[config.mk]
export PLATFORM = sky130hd
export DESIGN_NAME = ecg_moving_avg
export DESIGN_NICKNAME = d
export VERILOG_FILES = /design/src/rtl/ecg_moving_avg.sv
export SDC_FILE = /design/constraint.sdc
export NUM_CORES = 1
export LEC_CHECK = 0
export CAP_MARGIN = 10
export CELL_PAD_IN_SITES_DETAIL_PLACEMENT = 1
export CELL_PAD_IN_SITES_GLOBAL_PLACEMENT = 1
export CORE_ASPECT_RATIO = 0.75
export CORE_MARGIN = 10
export CORE_UTILIZATION = 23
export CTS_BUF_LIST = sky130_fd_sc_hd__clkbuf_4 sky130_fd_sc_hd__clkbuf_8 sky130_fd_sc_hd__clkbuf_16
export CTS_CLUSTER_DIAMETER = 40
export DETAILED_ROUTE_END_ITERATION = 10
export GPL_TIMING_DRIVEN = 0
export PLACE_DENSITY = 0.45
export SYNTH_ARGS = -nofsm -noshare
export SYNTH_HDL_FRONTEND = slang
export SYNTH_SLANG_ARGS = --single-unit
[constraint.sdc]
create_clock -name i_clk -period 5.4 [get_ports i_clk]
set_input_delay 1.08 -clock i_clk [delete_from_list [all_inputs] [get_ports i_clk]]
set_output_delay 1.08 -clock i_clk [all_outputs]
set_load 0.05 [all_outputs]
[src/rtl/ecg_moving_avg.sv]
// Dual-window running mean for the ECG R-peak path: short and long means
// computed from one shared circular sample buffer, with sticky fill flags.
module ecg_moving_avg #(
    parameter int DATA_WIDTH = 11,
    parameter int SHORT_LOG2 = 3,
    parameter int LONG_LOG2  = 6
) (
    input  logic                         i_clk,
    input  logic                         i_nrst,
    input  logic                         i_ce,
    input  logic signed [DATA_WIDTH-1:0] i_ecg_sample,
    output logic signed [DATA_WIDTH-1:0] o_ecg_sample,
    output logic signed [DATA_WIDTH-1:0] o_ma_short,
    output logic signed [DATA_WIDTH-1:0] o_ma_long,
    output logic                         o_ma_short_valid,
    output logic                         o_ma_long_valid
);

    localparam int NS      = 1 << SHORT_LOG2;
    localparam int NL      = 1 << LONG_LOG2;
    localparam int ACC_S_W = DATA_WIDTH + SHORT_LOG2;
    localparam int ACC_L_W = DATA_WIDTH + LONG_LOG2;

    localparam logic [LONG_LOG2:0]   CNT_NS  = (LONG_LOG2 + 1)'(NS);
    localparam logic [LONG_LOG2:0]   CNT_NL  = (LONG_LOG2 + 1)'(NL);
    localparam logic [LONG_LOG2:0]   CNT_ONE = (LONG_LOG2 + 1)'(1);
    localparam logic [LONG_LOG2-1:0] PTR_NS  = LONG_LOG2'(NS);
    localparam logic [LONG_LOG2-1:0] PTR_ONE = LONG_LOG2'(1);

    generate
        if (SHORT_LOG2 >= LONG_LOG2) begin : g_bad_cfg
            $error("ecg_moving_avg: SHORT_LOG2 must be smaller than LONG_LOG2");
        end
    endgenerate

    function automatic logic signed [ACC_S_W-1:0] sext_s(input logic signed [DATA_WIDTH-1:0] v);
        return {{SHORT_LOG2{v[DATA_WIDTH-1]}}, v};
    endfunction

    function automatic logic signed [ACC_L_W-1:0] sext_l(input logic signed [DATA_WIDTH-1:0] v);
        return {{LONG_LOG2{v[DATA_WIDTH-1]}}, v};
    endfunction

    // Arithmetic shift floors toward -inf; the quotient always fits DATA_WIDTH.
    function automatic logic signed [DATA_WIDTH-1:0] mean_s(input logic signed [ACC_S_W-1:0] a);
        logic signed [ACC_S_W-1:0] sh;
        sh = a >>> SHORT_LOG2;
        return sh[DATA_WIDTH-1:0];
    endfunction

    function automatic logic signed [DATA_WIDTH-1:0] mean_l(input logic signed [ACC_L_W-1:0] a);
        logic signed [ACC_L_W-1:0] sh;
        sh = a >>> LONG_LOG2;
        return sh[DATA_WIDTH-1:0];
    endfunction

    logic signed [DATA_WIDTH-1:0] ring [NL];
    logic        [LONG_LOG2-1:0]  wr_ptr;
    logic        [LONG_LOG2:0]    cnt;
    logic signed [ACC_S_W-1:0]    acc_s;
    logic signed [ACC_L_W-1:0]    acc_l;

    logic        [LONG_LOG2-1:0]  rd_s_idx_p0;
    logic signed [DATA_WIDTH-1:0] old_s_p0;
    logic signed [DATA_WIDTH-1:0] old_l_p0;
    logic signed [ACC_S_W-1:0]    sum_s_p0;
    logic signed [ACC_L_W-1:0]    sum_l_p0;
    logic        [LONG_LOG2:0]    cnt_nxt_p0;

    // Stage p0: leaving samples are read before the write; the fill count masks stale entries.
    always_comb begin
        rd_s_idx_p0 = wr_ptr - PTR_NS;
        old_s_p0    = (cnt >= CNT_NS) ? ring[rd_s_idx_p0] : '0;
        old_l_p0    = (cnt >= CNT_NL) ? ring[wr_ptr] : '0;
        sum_s_p0    = acc_s + sext_s(i_ecg_sample) - sext_s(old_s_p0);
        sum_l_p0    = acc_l + sext_l(i_ecg_sample) - sext_l(old_l_p0);
        cnt_nxt_p0  = (cnt == CNT_NL) ? cnt : cnt + CNT_ONE;
    end

    always_ff @(posedge i_clk) begin
        if (i_ce) begin
            ring[wr_ptr] <= i_ecg_sample;
        end
    end

    // Stage p1: registered means and flags, updated only on strobe cycles.
    always_ff @(posedge i_clk) begin
        if (!i_nrst) begin
            wr_ptr           <= '0;
            cnt              <= '0;
            acc_s            <= '0;
            acc_l            <= '0;
            o_ecg_sample     <= '0;
            o_ma_short       <= '0;
            o_ma_long        <= '0;
            o_ma_short_valid <= 1'b0;
            o_ma_long_valid  <= 1'b0;
        end else if (i_ce) begin
            wr_ptr           <= wr_ptr + PTR_ONE;
            cnt              <= cnt_nxt_p0;
            acc_s            <= sum_s_p0;
            acc_l            <= sum_l_p0;
            o_ecg_sample     <= i_ecg_sample;
            o_ma_short       <= mean_s(sum_s_p0);
            o_ma_long        <= mean_l(sum_l_p0);
            o_ma_short_valid <= (cnt_nxt_p0 >= CNT_NS);
            o_ma_long_valid  <= (cnt_nxt_p0 >= CNT_NL);
        end
    end

endmodule
; Word level (Yosys, flattened, before mapping)
; Memory sizes are Yosys's and may differ from the RTL's. A register that Yosys moved wholly into a read port is not among the register bits.
; Cells that the tools add are included.
[word_totals]
input_bits = 14
output_inout_bits = 35
mem_count = 1
ff_bits = 79
wordCells = 29
ram_bits = 704
[op_classes]
muxes = 7
magnitude_cmp = 4
n_addsub = 7
n_eq_ne = 1
[memory_table]
columns = memory, words, word_bits, read_ports, rd_ports_with_merged_regs, write_ports, line_no
row1 = ring, 64, 11, 2, 1, 1, 57  ; logic signed [DATA_WIDTH-1:0] ring [NL];
[op_table]
columns = cell, count
row1 = $mux 11, 2
row2 = $add 17x11->17, 1
row3 = $sub 17x11->17, 1
row4 = $add 14x11->14, 1
row5 = $ge 7x4->1 const B, 2
row6 = $ge 7x7->1 const B, 2
row7 = $sub 14x11->14, 1
row8 = $mux 6, 2
row9 = $add 7x1->7 const B, 1
row10 = $eq 7x7->1 const B, 1
row11 = $mux 7, 1
row12 = $add 6x1->6 const B, 1
row13 = $sub 6x4->6 const B, 1
row14 = $mux 1, 2

; Depth between registers and ports, before layout
; Gate-level depths: netlist (run 1).
; An unclocked memory read counts as a cell.
[depth]
depth_word = 4
ltp_mapped = 23
depth_no_buf = 20

; Least setup slack after synthesis (run 1)
; No wires, ideal clock.
[synth_path]
path_type = reg-to-reg
from = register wr_ptr[3]
to = register o_ma_short[10]
period_less_slack_ns = 4.583
required_time_ns = 5.284
stages_incl_launch_ff = 22
setup_time_ns = 0.116
n_path_buf = 2
arrival_ns = 4.467
setup_slack_ns = 0.817
cell_sequence = dfxtp_1 -> inv_1 -> clkbuf_1 -> clkbuf_1 -> ha_1 -> xor2_1 -> nand2_1 -> a221o_1 -> a21oi_1 -> o21ai_0 -> nand3_1 -> a22oi_1 -> fa_1 -> inv_1 -> ha_1 -> a21o_1 -> a21oi_1 -> o21ai_0 -> a31oi_1 -> xnor2_1 -> a21oi_1 -> a31o_2
[synth_via]
elab_chain_len = 4
[synth_lines]
columns = element, line_no
row1 = "start, declared", 58  ; logic [LONG_LOG2-1:0] wr_ptr;
row2 = "start signal, assigned", 99  ; wr_ptr <= wr_ptr + PTR_ONE;
row3 = $sub 6x4->6, 72  ; rd_s_idx_p0 = wr_ptr - PTR_NS;
row4 = $mem_v2 64x11, -
row5 = $mux 11, 73  ; old_s_p0 = (cnt >= CNT_NS) ? ring[rd_s_idx_p0] : '0;
row6 = $sub 14x11->14, 75  ; sum_s_p0 = acc_s + sext_s(i_ecg_sample) - sext_s(old_s_p0);
row7 = "end signal, assigned", 104  ; o_ma_short <= mean_s(sum_s_p0);
row8 = "end, declared", 13  ; output logic signed [DATA_WIDTH-1:0] o_ma_short,
; No other way between the ends.
; A chain may end at the register's enable or synchronous reset.

; Worst setup path in the final report (run 1)
[layout_path]
from = register wr_ptr[3]
to = register o_ma_short[9]
; The elaborated chain is that of the path after synthesis.

==> reports/metrics.cfg, run 1 <==
[status]
status = finished, violations left
violations = negative setup slack

[logic_synthesis]
synth.most_common_cell = edfxtp_1
ys_types = 67
synth.area.top_cells = edfxtp_1 56%, mux4_2 13%, mux2i_1 4.0%, dfxtp_1 3.3%, mux2_2 2.1%
synth_top_cell_by_area = edfxtp_1
synthFlopType = edfxtp_1
synthCells = 2570
ys_ff_latch = 767
synth-async-reset-ratio = 0
ys_warn_count = 0
synth_edf_count = 704
yosys.area.top_type_share = 0.5558
ys_top_cells_by_count = 704 x edfxtp_1, 227 x mux4_2, 174 x nor2_1
seq_area_frac_synth = 0.5889
syn_nets = 2651
synth_area_per_cell_sq_um = 14.80
netlist_area_sq_mm = 0.03804

[clock_network]
cts_sinks = 767
h-tree-depth = 4
cts_buffers = 130
hold_buffers = 0
clk_latency_ns = 0.79
clk_pin_slew_ns = 0.05
clock-root-buffer = clkbuf_16
cts_tree = done
clockBufferDepth = 3

[route]
vias = 29340
drt_pass1_iterations = 6
drt-total-wl_um = 225500
drt_iter0_drc = 5205
drc = 0
ant_nets = 0
via_per_inst = 5.729
wl_per_cell_um = 44.03

[sta]
hold_viol_final = 0
clock.fmax_mhz = 181.3
finalCritPeriodShare = 1.021
max-slew-margin-rel = 0.09926
rsz0062_at_grt = yes
postLayoutSetupSlackWorst_ns = -0.1146
tightest_slew_ns = 1.351
skew_ns = 0.05452
min_period_ns = 5.515
drv_slew = 0
setup_viol_count_final = 1
setup_tns_ns = -0.1146

[floorplan]
die_h_um = 372.2
core_sq_mm = 0.1646
rows = 129
start_util = 0.2311
die_area_sq_mm = 0.1822
ios = 49
die_width_um = 489.6

[power_and_ir_drop]
p_total_w = 0.01986
powerDensity_mw_per_mm2 = 405.5
ir_worst_vdd_mv = 0.3241
p_leak_nw = 15.76

[place]
port_buffers = 46
dpl.hpwl_um = 156800
place_congestion = 0.9827
dp_slack_ns = -2.437
post_dp_cell_area_sq_mm = 0.04222

[setup_path]
path_delay_family = compound AO/OA/AOI/OAI gates
cpPeakStageDelay_ns = 0.54
cp_common_cell = a21o_1
cpMaxStageDelayCell = clkbuf_2
worst-setup-path-type = flop to flop
path_cells = clkbuf_2 -> buf_8 -> clkbuf_4 -> clkbuf_2 -> o211ai_1 -> o211ai_1 -> a32oi_2 -> fa_1 -> inv_1 -> ha_1 -> a21o_1 -> a21o_1 -> a21o_1 -> nor3_1 -> a21oi_2 -> nor4b_2 -> a311o_1
critPathArrivalTime_ns = 6.17
r2r_end = o_ma_short[9]
critPathBufInv = 5
r2r_cells = 17
endpoint_kind = flop
crit_fanout = 10
required_ns = 6.05
timing.rr.start = wr_ptr[3]
reg2reg_slack_ns = -0.11
start_kind = flop

[grt]
grt_max_degree = 68
track_usage = 0.2407
grt_pass1_wl_um = 290000
grt_pass1_vias = 28730
gr-total-overflow = 0
antenna_found_initial = 26

[flow_run]
drv_cap = 0

[hold_path]
hold_depth = 2
hp-class = flop to flop
min_delay_worst_endpoint = o_ma_long_valid
min_from = o_ma_long_valid

[finish]
finalInstanceArea_sq_mm = 0.04897
final_util = 0.2975
fin_nets = 2926
layout-drive-gt1-share = 0.3324
area_delta_synth_final_pct = 28.74

-- cell usage in the layout, fill, tap and decap left out, types with 13 or more instances in the layout --
cell type        instances
edfxtp_1               704
mux4_2                 227
clkbuf_16              135
nand2_1                133
mux2i_1                125
nor2_1                 120
a21oi_1                115
inv_1                  100
buf_4                   98
a22oi_1                 80
o21ai_0                 77
mux2_2                  71
dfxtp_1                 61
buf_6                   53
nor2_2                  53
buf_8                   52
a221oi_1                40
ha_1                    37
clkdlybuf4s50_1         35
o211ai_1                33
nand3_1                 33
buf_12                  29
fa_1                    29
a22o_1                  28
clkbuf_1                27
clkbuf_4                22
bufinv_16               22
clkinvlp_4              20
a21oi_2                 17
xnor2_1                 16
mux2i_2                 15
a21o_1                  14
inv_6                   14
clkbuf_2                13
clkinv_1                13
xor2_1                  13
-- routing by layer --
layer,routed length (um),global-route usage
met5,119,0
met4,10150,0.1005
met3,29100,0.09578
met2,90010,0.3294
met1,96080,0.3334
-- registers in the layout, indices dropped and copies added (netlist names), named ones only --
| signal | count |
|---|---|
| acc_l | 6 |
| acc_s | 3 |
| cnt | 7 |
| o_ecg_sample | 11 |
| o_ma_long | 11 |
| o_ma_long_valid | 1 |
| o_ma_short | 11 |
| o_ma_short_valid | 1 |
| ring | 704 |
| wr_ptr | 6 |
-- worst min-delay path, cell delays in order (launching register included) --
cell and delay [ns]:
dfxtp_1 0.31, nor2_1 0.08, nor2_1 0.05
-- cells by family after synthesis --
group / after synthesis / synth area share
AO/OA/AOI/OAI: 525 / 0.09338
buffers and inverters: 311 / 0.03983
AND/OR/NAND/NOR: 420 / 0.04783
adder cells (fa/ha/maj): 67 / 0.02776
multiplexers: 449 / 0.1952
XOR/XNOR: 31 / 0.007138
flip-flops: 767 / 0.5889
-- cell type report --
class | instances | area [sq um]
clock buffer | 142 | 3413
clock inverter | 99 | 1289
fill | 17260 | 115700
tap | 2161 | 2704
sequential | 767 | 22400
buffer | 205 | 2176
multi-input combinational | 1492 | 14970
antenna | 6 | 15.01
timing repair buffer | 145 | 1604
inverter | 104 | 396.6
-- through the flow --
step,hold slack (ns),instances
after floorplan,0.4480,2570
after global placement,0.4708,4777
after detailed placement,0.4733,4838
after CTS,0.4831,5095
after global routing,0.5179,5115
final,0.4816,5121
-- what timing repair did --
item | CTS | global route
setup endpoints to repair | 188 | 14
buffers inserted | 18 | 20
resized for setup | 366 | 91
pin swaps | 14 | 12
-- worst max-delay path by stage --
stage	from	end	slack [ns]	depth (start not counted)
2_1_floorplan	wr_ptr[3]	o_ma_short[10]	0.82	21
3_3_place_gp	wr_ptr[3]	o_ma_short[10]	-2.96	19
3_5_place_dp	wr_ptr[3]	o_ma_short[10]	-2.44	20
4_1_cts	wr_ptr[0]	o_ma_short[5]	-0.002	21
5_1_grt	flop	o_ma_long[7]	-0.11	20
6_report	wr_ptr[3]	o_ma_short[9]	-0.11	17
-- where the power goes --
| group | internal, W | total, W | leakage [nW] | switching, W |
|---|---|---|---|---|
| Combinational | 0.00145 | 0.00412 | 6.66 | 0.00266 |
| Clock | 0.00571 | 0.00908 | 2.25 | 0.00338 |
| Sequential | 0.00658 | 0.00666 | 6.85 | 0.0000732 |
| Total | 0.0137 | 0.0199 | 15.8 | 0.00611 |
Note: power is estimated with default switching activity, not from simulation.
==> run 2, diff against run 1 <==
PLACE_DENSITY = 0.46   (was 0.45)
clock period = 4.6 ns   (was 5.4 ns; I/O delays follow)
==> reports/metrics.cfg, run 2 (same netlist as run 1, synthesis figures left out) <==
[floorplan]
rows = 129  ; unchanged
start_util = 0.2311  ; unchanged
die_area_sq_mm = 0.1822  ; unchanged
core_sq_mm = 0.1646  ; unchanged
ios = 49  ; unchanged
die_h_um = 372.2  ; unchanged
die_width_um = 489.6  ; unchanged

[setup_path]
critPathArrivalTime_ns = 5.64  ; -0.53 ns
crit_fanout = 10  ; unchanged
worst-setup-path-type = flop to flop
endpoint_kind = flop
required_ns = 5.28  ; -0.77 ns
start_kind = flop

[clock_network]
cts_buffers = 119  ; -8.5%
cts_tree = done
clock-root-buffer = clkbuf_16
clk_latency_ns = 0.79  ; about the same
h-tree-depth = 3  ; -1
cts_sinks = 767  ; unchanged
clockBufferDepth = 3  ; unchanged
hold_buffers = 0  ; unchanged
clk_pin_slew_ns = 0.06  ; about the same

[finish]
largest_reg_flops = 704  ; unchanged
area_delta_synth_final_pct = 36.63
fin_nets = 3065  ; +4.8%
layout.cells.most_common_list = 704 x edfxtp_1, 227 x mux4_2, 190 x buf_4
mostFrequentLayoutCell = edfxtp_1
layout-drive-gt1-share = 0.4113  ; +0.07884
fin_cells = 5260  ; +2.7%
regMostFlops = ring
final_util = 0.3157  ; +0.01822

[sta]
rsz0062_at_grt = yes
tightest_slew_ns = 1.454  ; +0.1024 ns
max-slew-margin-rel = 0.03097  ; -0.06829
fin_hold_ws_ns = 0.4777  ; -0.003837 ns
hold_viol_final = 0  ; unchanged
setup_tns_ns = -4.291  ; -4.177 ns
skew_ns = 0.07779  ; +0.02327 ns
postLayoutSetupSlackWorst_ns = -0.3624  ; -0.2478 ns
clock.fmax_mhz = 201.5  ; +11%
drv_slew = 0  ; unchanged
finalCritPeriodShare = 1.079  ; +0.05757
setup_viol_count_final = 22  ; +21
min_period_ns = 4.962  ; -0.5522 ns

[route]
ant_nets = 0  ; unchanged
drt-total-wl_um = 221600  ; -1.7%
drt_pass1_iterations = 6  ; unchanged
drt_iter0_drc = 5439  ; +4.5%
drc = 0  ; unchanged
via_per_inst = 5.721  ; -0.14%
vias = 30090  ; +2.6%
wl_per_cell_um = 42.13  ; -4.3%

[place]
port_buffers = 46  ; unchanged
dp_cells = 4842  ; +0.083%
place_congestion = 0.9661  ; -1.7%
dpl.hpwl_um = 150800  ; -3.8%

[grt]
grt_pass1_wl_um = 286100  ; -1.3%
grt_max_degree = 68  ; unchanged
track_usage = 0.2357  ; -0.005006
gr-total-overflow = 0  ; unchanged
grt_pass1_vias = 28500  ; -0.80%
antenna_found_initial = 23  ; -12%

[power_and_ir_drop]
p_leak_nw = 16.87  ; +7.0%
ir_worst_vdd_mv = 0.3546  ; +9.4%
p_total_w = 0.02327  ; +17%
powerDensity_mw_per_mm2 = 447.7  ; +10%

[status]
violations = negative setup slack
status = finished, violations left

[flow_run]
drv_cap = 0  ; unchanged

[hold_path]
hp-class = flop to flop

[run 2: changes by cell type in the layout (fill, tap and decap cells not counted), sizes merged]
cell           previous run  this run
diode                     6        11
bufbuf                    0         2
buf                     256       406
clkinvlp                 20        24
inv                     123       121
bufinv                   22        15
clkbuf                  201       187
clkdlybuf4s18             0         1
[run 2: cell type report]
cell class	instances	area (sq um)
Sequential cell	767	22410
Inverter	104	407.9
Buffer	202	2828
Multi-Input combinational cell	1492	16120
Tap cell	2161	2704
Clock inverter	94	1100
Antenna cell	11	27.53
Fill cell	17150	112700
Clock buffer	131	3068
Timing Repair Buffer	298	3303
[run 2: path summary, 6_finish.rpt]
path,from,cells past startpoint,to,slack (ns)
max reg2reg,wr_ptr[0],19,o_ma_short[10],-0.36
min reg2reg,o_ma_long[9],2,o_ma_long[9],0.48
max,wr_ptr[0],19,o_ma_short[10],-0.36
min,o_ma_long[9],2,o_ma_long[9],0.48
[run 2: critical path, cell delays in order, from the launching register on]
cell      delay (ns)
dfxtp_2         0.41
buf_12          0.23
buf_12          0.22
buf_8           0.25
buf_12          0.25
nor2_1          0.10
a221oi_1        0.55
a21oi_1         0.17
nand2_1         0.22
a32oi_4         0.12
fa_1            0.52
inv_1           0.05
ha_1            0.36
a21oi_1         0.18
o21ai_1         0.12
a31o_2          0.28
a31oi_2         0.22
xnor2_2         0.15
a21oi_1         0.08
a31o_2          0.24
[run 2: per-layer routing]
layer / vias up / share of wire / GRT usage
met4: 8 / 0.047 / 0.09353
met5: - / 0.0011 / 0.007903
li1: 11120 / - / -
met2: 2315 / 0.38 / 0.3092
met1: 16190 / 0.42 / 0.3327
met3: 462 / 0.14 / 0.1035
[run 2: report_power, final]
group	leakage (nW)	switching, W	total [W]	internal [W]
Sequential	6.85	0.0000932	0.00782	0.00773
Clock	1.99	0.00384	0.00958	0.00574
Combinational	8.02	0.00346	0.00587	0.00240
Total	16.9	0.00740	0.0233	0.0159
[run 2: through the flow]
step / cell area, sq um / worst slack, ns
after floorplan: 38040 / 0.01715
after global placement: 41200 / -3.715
after detailed placement: 42310 / -3.479
after CTS: 51170 / -0.2680
after global routing: 51950 / -0.3752
final: 51970 / -0.3624
[run 2: timing repair]
item / CTS / global route
setup endpoints to repair: 441 / 22
gates cloned: 5 / 0
buffers inserted: 147 / 38
pin swaps: 100 / 83
endpoints found under the hold margin: 0 / 0
gates resized for setup: 762 / 108
